<file path="config.mk">
export PLATFORM = sky130hd
export DESIGN_NAME = multdiv_sequencer
export DESIGN_NICKNAME = d
export VERILOG_FILES = /design/src/rtl/multdiv_pkg.sv /design/src/rtl/multdiv_counter.sv /design/src/rtl/multdiv_sequencer.sv
export SDC_FILE = /design/constraint.sdc
export NUM_CORES = 1
export LEC_CHECK = 0
export CAP_MARGIN = 20
export CORE_MARGIN = 3
export CORE_UTILIZATION = 25
export DETAILED_ROUTE_END_ITERATION = 16
export GPL_TIMING_DRIVEN = 0
export SYNTH_ARGS = -nofsm -noshare
export SYNTH_HDL_FRONTEND = slang
export SYNTH_SLANG_ARGS = --single-unit
</file>
<file path="constraint.sdc">
create_clock -name clock -period 1.6 [get_ports clock]
set_input_delay 0.48 -clock clock [delete_from_list [all_inputs] [get_ports clock]]
set_output_delay 0.48 -clock clock [all_outputs]
set_load 0.005 [all_outputs]
</file>
<file path="src/rtl/multdiv_pkg.sv">
`default_nettype none
// +--------------------------------------------------------------------------+
// | multdiv_pkg: shared types and constants for the mult/div sequencer       |
// | Rev 1.0                                                                  |
// +--------------------------------------------------------------------------+
package multdiv_pkg;

  typedef enum logic [1:0] {
    IDLE     = 2'd0,
    RUN_MULT = 2'd1,
    RUN_DIV  = 2'd2
  } state_t;

  localparam int MULT_LAT_DEF = 16;
  localparam int DIV_LAT_DEF  = 32;
  localparam int COUNT_W      = 6;

endpackage
`default_nettype wire

</file>
<file path="src/rtl/multdiv_counter.sv">
`default_nettype none
// +--------------------------------------------------------------------------+
// | multdiv_counter: iteration counter, synchronous clear beats increment    |
// | Rev 1.0                                                                  |
// +--------------------------------------------------------------------------+
module multdiv_counter
  import multdiv_pkg::*;
(
  input  logic               clock,
  input  logic               reset,
  input  logic               clear,
  input  logic               inc,
  output logic [COUNT_W-1:0] count
);

  always_ff @(posedge clock) begin
    if (reset || clear) begin
      count <= '0;
    end else if (inc) begin
      count <= count + 1'b1;
    end
  end

endmodule
`default_nettype wire

</file>
<file path="src/rtl/multdiv_sequencer.sv">
`default_nettype none
// +--------------------------------------------------------------------------+
// | multdiv_sequencer: sequences shared iterative multiplier/divider         |
// | Optional: MULTDIV_DIV0_FAST_EN (divide-by-zero answered from IDLE)       |
// | Rev 1.0                                                                  |
// +--------------------------------------------------------------------------+
module multdiv_sequencer
  import multdiv_pkg::*;
#(
  parameter int MULT_LAT = MULT_LAT_DEF,
  parameter int DIV_LAT  = DIV_LAT_DEF
) (
  input  logic               clock,
  input  logic               reset,
  input  logic               ctrl_mult,
  input  logic               ctrl_div,
  input  logic [31:0]        data_a,
  input  logic [31:0]        data_b,
  output logic [31:0]        unit_a,
  output logic [31:0]        unit_b,
  output logic [COUNT_W-1:0] count,
  output logic               mult_sel,
  input  logic [31:0]        mult_result,
  input  logic               mult_overflow,
  input  logic [31:0]        div_result,
  input  logic               div_exception,
  output logic               busy,
  output logic               result_rdy,
  output logic [31:0]        result,
  output logic               exception
);

  localparam logic [COUNT_W-1:0] MULT_LAT_C = COUNT_W'(MULT_LAT);
  localparam logic [COUNT_W-1:0] DIV_LAT_C  = COUNT_W'(DIV_LAT);

  state_t state, next_state;
  logic   cnt_clear, cnt_inc;
  logic   capture, load, div0_fast;
  logic   div_by_zero;

`ifdef MULTDIV_DIV0_FAST_EN
  assign div_by_zero = (data_b == 32'd0);
`else
  assign div_by_zero = 1'b0;
`endif

  always_ff @(posedge clock) begin
    if (reset) begin
      state <= IDLE;
    end else begin
      state <= next_state;
    end
  end

  always_comb begin
    next_state = state;
    cnt_clear  = 1'b0;
    cnt_inc    = 1'b0;
    capture    = 1'b0;
    load       = 1'b0;
    div0_fast  = 1'b0;

    case (state)
      RUN_MULT, RUN_DIV: begin
        if ((state == RUN_MULT && count == MULT_LAT_C) ||
            (state == RUN_DIV  && count == DIV_LAT_C)) begin
          capture    = 1'b1;
          cnt_clear  = 1'b1;
          next_state = IDLE;
        end else begin
          cnt_inc = 1'b1;
        end
      end
      default: cnt_clear = 1'b1;
    endcase

    // A new request overrides (aborts) whatever is in flight; multiply wins ties.
    if (ctrl_mult) begin
      load       = 1'b1;
      cnt_clear  = 1'b1;
      next_state = RUN_MULT;
    end else if (ctrl_div) begin
      cnt_clear = 1'b1;
      if (div_by_zero) begin
        div0_fast  = 1'b1;
        next_state = IDLE;
      end else begin
        load       = 1'b1;
        next_state = RUN_DIV;
      end
    end
  end

  multdiv_counter u_counter (
    .clock (clock),
    .reset (reset),
    .clear (cnt_clear),
    .inc   (cnt_inc),
    .count (count)
  );

  always_ff @(posedge clock) begin
    if (reset) begin
      unit_a     <= '0;
      unit_b     <= '0;
      mult_sel   <= 1'b0;
      result     <= '0;
      exception  <= 1'b0;
      result_rdy <= 1'b0;
    end else begin
      result_rdy <= capture | div0_fast;
      if (load) begin
        unit_a   <= data_a;
        unit_b   <= data_b;
        mult_sel <= ctrl_mult;
      end
      if (div0_fast) begin
        result    <= '0;
        exception <= 1'b1;
      end else if (capture) begin
        if (state == RUN_MULT) begin
          result    <= mult_result;
          exception <= mult_overflow;
        end else begin
          result    <= div_exception ? 32'd0 : div_result;
          exception <= div_exception;
        end
      end
    end
  end

  assign busy = (state != IDLE);

endmodule
`default_nettype wire

</file>
After elaboration in Yosys (flattened, before gate mapping)
Cells that the tools add are included.
- output and inout port bits: 106
- input bits: 134
- word-level logic and storage cells: 43
- flip-flop bits (word level): 107
- mux-type cells: 16
- reduce and logical (&&, ||, !) cells: 13
- equality and inequality tests: 4
- add/subtract/negate cells: 1
- operator list (cell ; count):
    2-to-1 mux 32 bit ; 2
    2-to-1 mux 1 bit ; 11
    adder 6 x 1 -> 6 bit, second input constant ; 1
    equality test 6 x 5 -> 1 bit, second input constant ; 1
    equality test 6 bit, second input constant ; 1
    2-to-1 mux 2 bit ; 3
    nonzero test 2 bit ; 3
    nonzero test 3 bit ; 2
    AND reduction 2 bit ; 2
    OR reduction 2 bit ; 2
    equality test 2 x 1 -> 1 bit, second input constant ; 1
    equality test 2 bit, second input constant ; 1
    logical AND 1 bit ; 2
    logical OR 1 bit ; 2

Depth between registers and ports, before layout
- depth after elaboration: 8
- gate-level depth with buffers: 8

Hierarchy
Synthesis repeated with hierarchy kept, for this count alone.
- cells, all modules: 551
- area total of the unflattened synthesis: 4728.3 um2
- modules (own cells, without submodules) (module ; area an instance (um2) ; instances ; sequential area each (um2) ; cells an instance):
    multdiv_sequencer ; 4479.3 ; 1 ; 2021.9 ; 525
    multdiv_counter ; 249.0 ; 1 ; 120.1 ; 26

Least setup slack after synthesis
Ideal clock, no wire load.
- path kind: reg-to-reg
- start: register state[0]
- end: register result[0]
- setup slack: -0.101 ns
- stages on the path, launching flop included: 7
- buffers on the path: 1
- data required time: 1.479 ns
- setup time: 0.121 ns
- data arrival time: 1.580 ns
- path through: dfxtp_1 -> inv_1 -> ha_1 -> and4bb_2 -> a21bo_4 -> clkbuf_8 -> mux2_2
- longest elaborated chain between the ends: 5
- elaborated cells on any way between the ends: 9
- ends and longest elaborated chain (what ; line ; text):
    start: declaration ; multdiv_sequencer.sv:36 ; state_t state, next_state;
    start signal: assignment ; multdiv_sequencer.sv:51 ; state <= next_state;
    equality test 2 x 1 -> 1 bit or equality test 2 bit (tied branches) ; - ;
    logical AND 1 bit, on equally long branches ; multdiv_sequencer.sv:65, multdiv_sequencer.sv:66 ;
    logical OR 1 bit ; multdiv_sequencer.sv:65 ; if ((state == RUN_MULT && count == MULT_LAT_C) ||
    2-to-1 mux 1 bit ; multdiv_sequencer.sv:65 ;
    2-to-1 mux 1 bit ; multdiv_sequencer.sv:63 ; case (state)
    end signal: assignment ; multdiv_sequencer.sv:122 ; result <= mult_result;
    end signal: assignment ; multdiv_sequencer.sv:125 ; result <= div_exception ? 32'd0 : div_result;
    end: declaration ; multdiv_sequencer.sv:29 ; output logic [31:0] result,
Several ways; a longest one is shown, not always the timed one.
A chain may end at the register's enable or synchronous reset.

Worst setup path after layout
- start: register state[1]
- end: register result[19]
The elaborated chain is that of the path after synthesis.

==> flow_summary.ini <==
[outcome]
outcome = finished with violations
violations = setup timing

[route]
wl_per_cell_um = 14.9
vias = 4523
viasPerCell = 4.34
drtPass1Iterations = 4
wl_um = 15500
drt_iter0_drc = 126
antenna_left = 0
drc_errors = 0

[logic_synthesis]
avgSynthCellArea_um2 = 8.42
netlist_area_um2 = 4620
async_flop_share_pct = 0
synth_nets = 688
synthFlopType = dfxtp_1
yosys_register_bits = 107
ys_types = 33
synth_most_common_cell = nand2_1
yosysWarnings = 0
yosys.area.top_type = dfxtp_1
yosys-top-cells-area = dfxtp_1 (46%), nand2_1 (13%), a21oi_1 (11%), mux2_2 (7.6%), or3b_2 (5.5%)
synth_top_area_share_pct = 46.4
synth_cells = 549
seq_area_frac_synth_pct = 46.4
synth-edff-count = 0
yosys-top-cells-count = nand2_1 (163), dfxtp_1 (107), a21oi_1 (97), nor2b_1 (33), mux2_2 (31)

[worst_setup_path]
r2r_start = state[1]
cp-start-kind = register
cp_max_fo = 10
critPathSlowestCell = or3b_2
cp.arrival_ns = 2.05
crit_chain = inv_2 > ha_2 > clkbuf_8 > clkbuf_8 > or3b_2 > a21oi_2 > mux2_2
crit_top_cell = clkbuf_8
path_buf_inv = 3
r2r_slack_ns = -0.15
path_delay_family = simple AND/OR/NAND/NOR gates
slowest_delay_ns = 0.48
rr_endpoint = result[19]
cp.required_ns = 1.90
setup.worst_path.class = register to register
worstSetupEndpointType = register
rr_worst_depth = 7

[timing]
maxSlewHeadroom_pct = 53.7
fin_crit_sh_pct = 109
min_period_ns = 1.75
fin_skew_ns = 0.00550
finalHoldViolCount = 0
setup_tns_ns = -4.38
rsz0062_at_grt = true
finalSetupViolations = 39
tightestPinTransition_ns = 0.695
final-max-slew-violation-count = 0
max_clock_freq_mhz = 572
finalWorstSetupSlack_ns = -0.150

[grt]
grt_antenna_before_repair = 1
grt_pass1_wl_um = 24100
overflow = 0
grt_usage_pct = 15.0
grt_pass1_vias = 4524
grt_max_degree = 19

[placed_design]
pre_cts_ws_ns = -0.807
hpwl_um = 11500
dp.cells = 1016
portBuffers = 238
routabilityCongestion = 0.810

[cts]
htree_levels = 3
numClockSinks = 107
path_clk_slew_ns = 0.07
cts_buffers = 9
cts_tree = done
clockRootBuffer = clkbuf_16
cts_buffer_depth = 2
clock_latency_ns = 0.35

[layout]
stdcell_count = 1042
n_antenna_cell = 0
num-nets-final = 947
areaGrowthSynthToFinish_pct = 67.2
drive_above_1_share_pct = 19.2

[floorplanning]
dieArea_um2 = 20100
ios = 240
core_region_area_um2 = 18100
die_h_um = 142
die_w_um = 142
start_util_pct = 25.5
rows = 49

[hold_path]
holdPathEnd = unit_a[9]
min-delay-start = unit_a[9]
holdPathStages = 2
hp-class = register to register

[run]
maxCapViolations = 0

[pwr]
irDropWorstVdd_uv = 468
power_leakage_uw = 0.00351
power_density_nw_per_um2 = 774
cells in the final DEF, fill, tap and decap left out, types with 2 or more instances in the layout:
cell type,n
clkdlybuf4s50_1,129
nor3_1,4
nand3b_1,3
a21oi_1,85
o21ai_0,2
mux2_4,10
inv_1,4
nand3_1,2
buf_4,9
dfxtp_1,93
or3b_1,3
inv_6,2
or3b_2,29
dfxtp_4,2
nor2_1,4
buf_1,2
clkbuf_4,5
dlygate4sd2_1,108
buf_2,13
nand2_1,163
xor2_1,2
ha_1,3
clkbuf_2,10
clkbuf_8,4
mux2_2,23
nor2b_1,33
clkbuf_16,12
clkbuf_1,8
inv_2,3
a21oi_2,12
dfxtp_2,12
routing by layer:
metal	vias up	routed length, um	GRT usage, %
met2	152	7200	25.3
met5	-	7	0
met1	2035	6780	18.0
li1	2321	-	-
met3	13	1340	5.85
met4	2	194	3.99
state kept, by name (all words and copies together), names as in the netlist:
| register | cells |
|---|---|
| unit_b | 32 |
| exception | 1 |
| u_counter.count | 6 |
| state | 2 |
| result | 32 |
| result_rdy | 1 |
| mult_sel | 1 |
| unit_a | 32 |
layout make-up:
class	count	area, um2
well taps	229	287
fillers	1865	10400
multi-input cells	393	2340
plain buffers	42	295
flip-flops and latches	107	2160
repair buffers	248	2320
clock buffers	11	243
clock inverters	5	42.5
inverters	7	26.3
worst register-to-register path: stages, from the launching register on:
cell and delay, ns:
dfxtp_2 0.34, inv_2 0.05, ha_2 0.20, clkbuf_8 0.16
clkbuf_8 0.16, or3b_2 0.48, a21oi_2 0.15, mux2_2 0.16
worst max-delay path by stage:
| stage | end | cells after the start | from |
|---|---|---|---|
| after floorplan | result[0] | 6 | state[1] |
| after global placement | unit_a[25] | 6 | ctrl_mult |
| after detailed placement | unit_b[3] | 6 | ctrl_mult |
| after CTS | result[25] | 6 | state[1] |
| after global routing | result[1] | 6 | state[0] |
| final | result[19] | 7 | state[1] |
logic make-up (layout without fill, tap and decap cells):
kind of cell             Yosys count  after routing  synth area share (%)
XOR/XNOR                           3              3                 0.569
buffers and inverters             49            313                  4.85
flip-flops                       107            107                  46.4
adder cells (fa/ha/maj)            5              5                  1.35
multiplexers                      34             34                  8.42
AO/OA/AOI/OAI                    104            104                  12.2
AND/OR/NAND/NOR                  247            247                  26.3
what timing repair did:
item	CTS	global route
pin swaps	3	2
setup buffers	7	1
gates resized for setup	163	17
gates cloned	2	0
hold buffers	0	0
setup endpoints to repair	207	91
power breakdown:
part / internal [uW] / switching [uW]
sequential: 2770 / 46.9
combinational: 570 / 405
clock: 1120 / 1070
total: 4460 / 1520
stage by stage:
stage / total power, uW / util, % / hold WS (ns) / instance area [um2]
final: 5980 / 42.7 / 0.447 / 7730
after global routing: 6300 / 42.7 / 0.464 / 7730
after global placement: 3890 / 40.6 / 0.437 / 7340
after floorplan: 3240 / - / 0.442 / 4670
after detailed placement: 3890 / 40.6 / 0.443 / 7340
after CTS: 6090 / 42.5 / 0.451 / 7690
(Power assumes the default switching activity.)
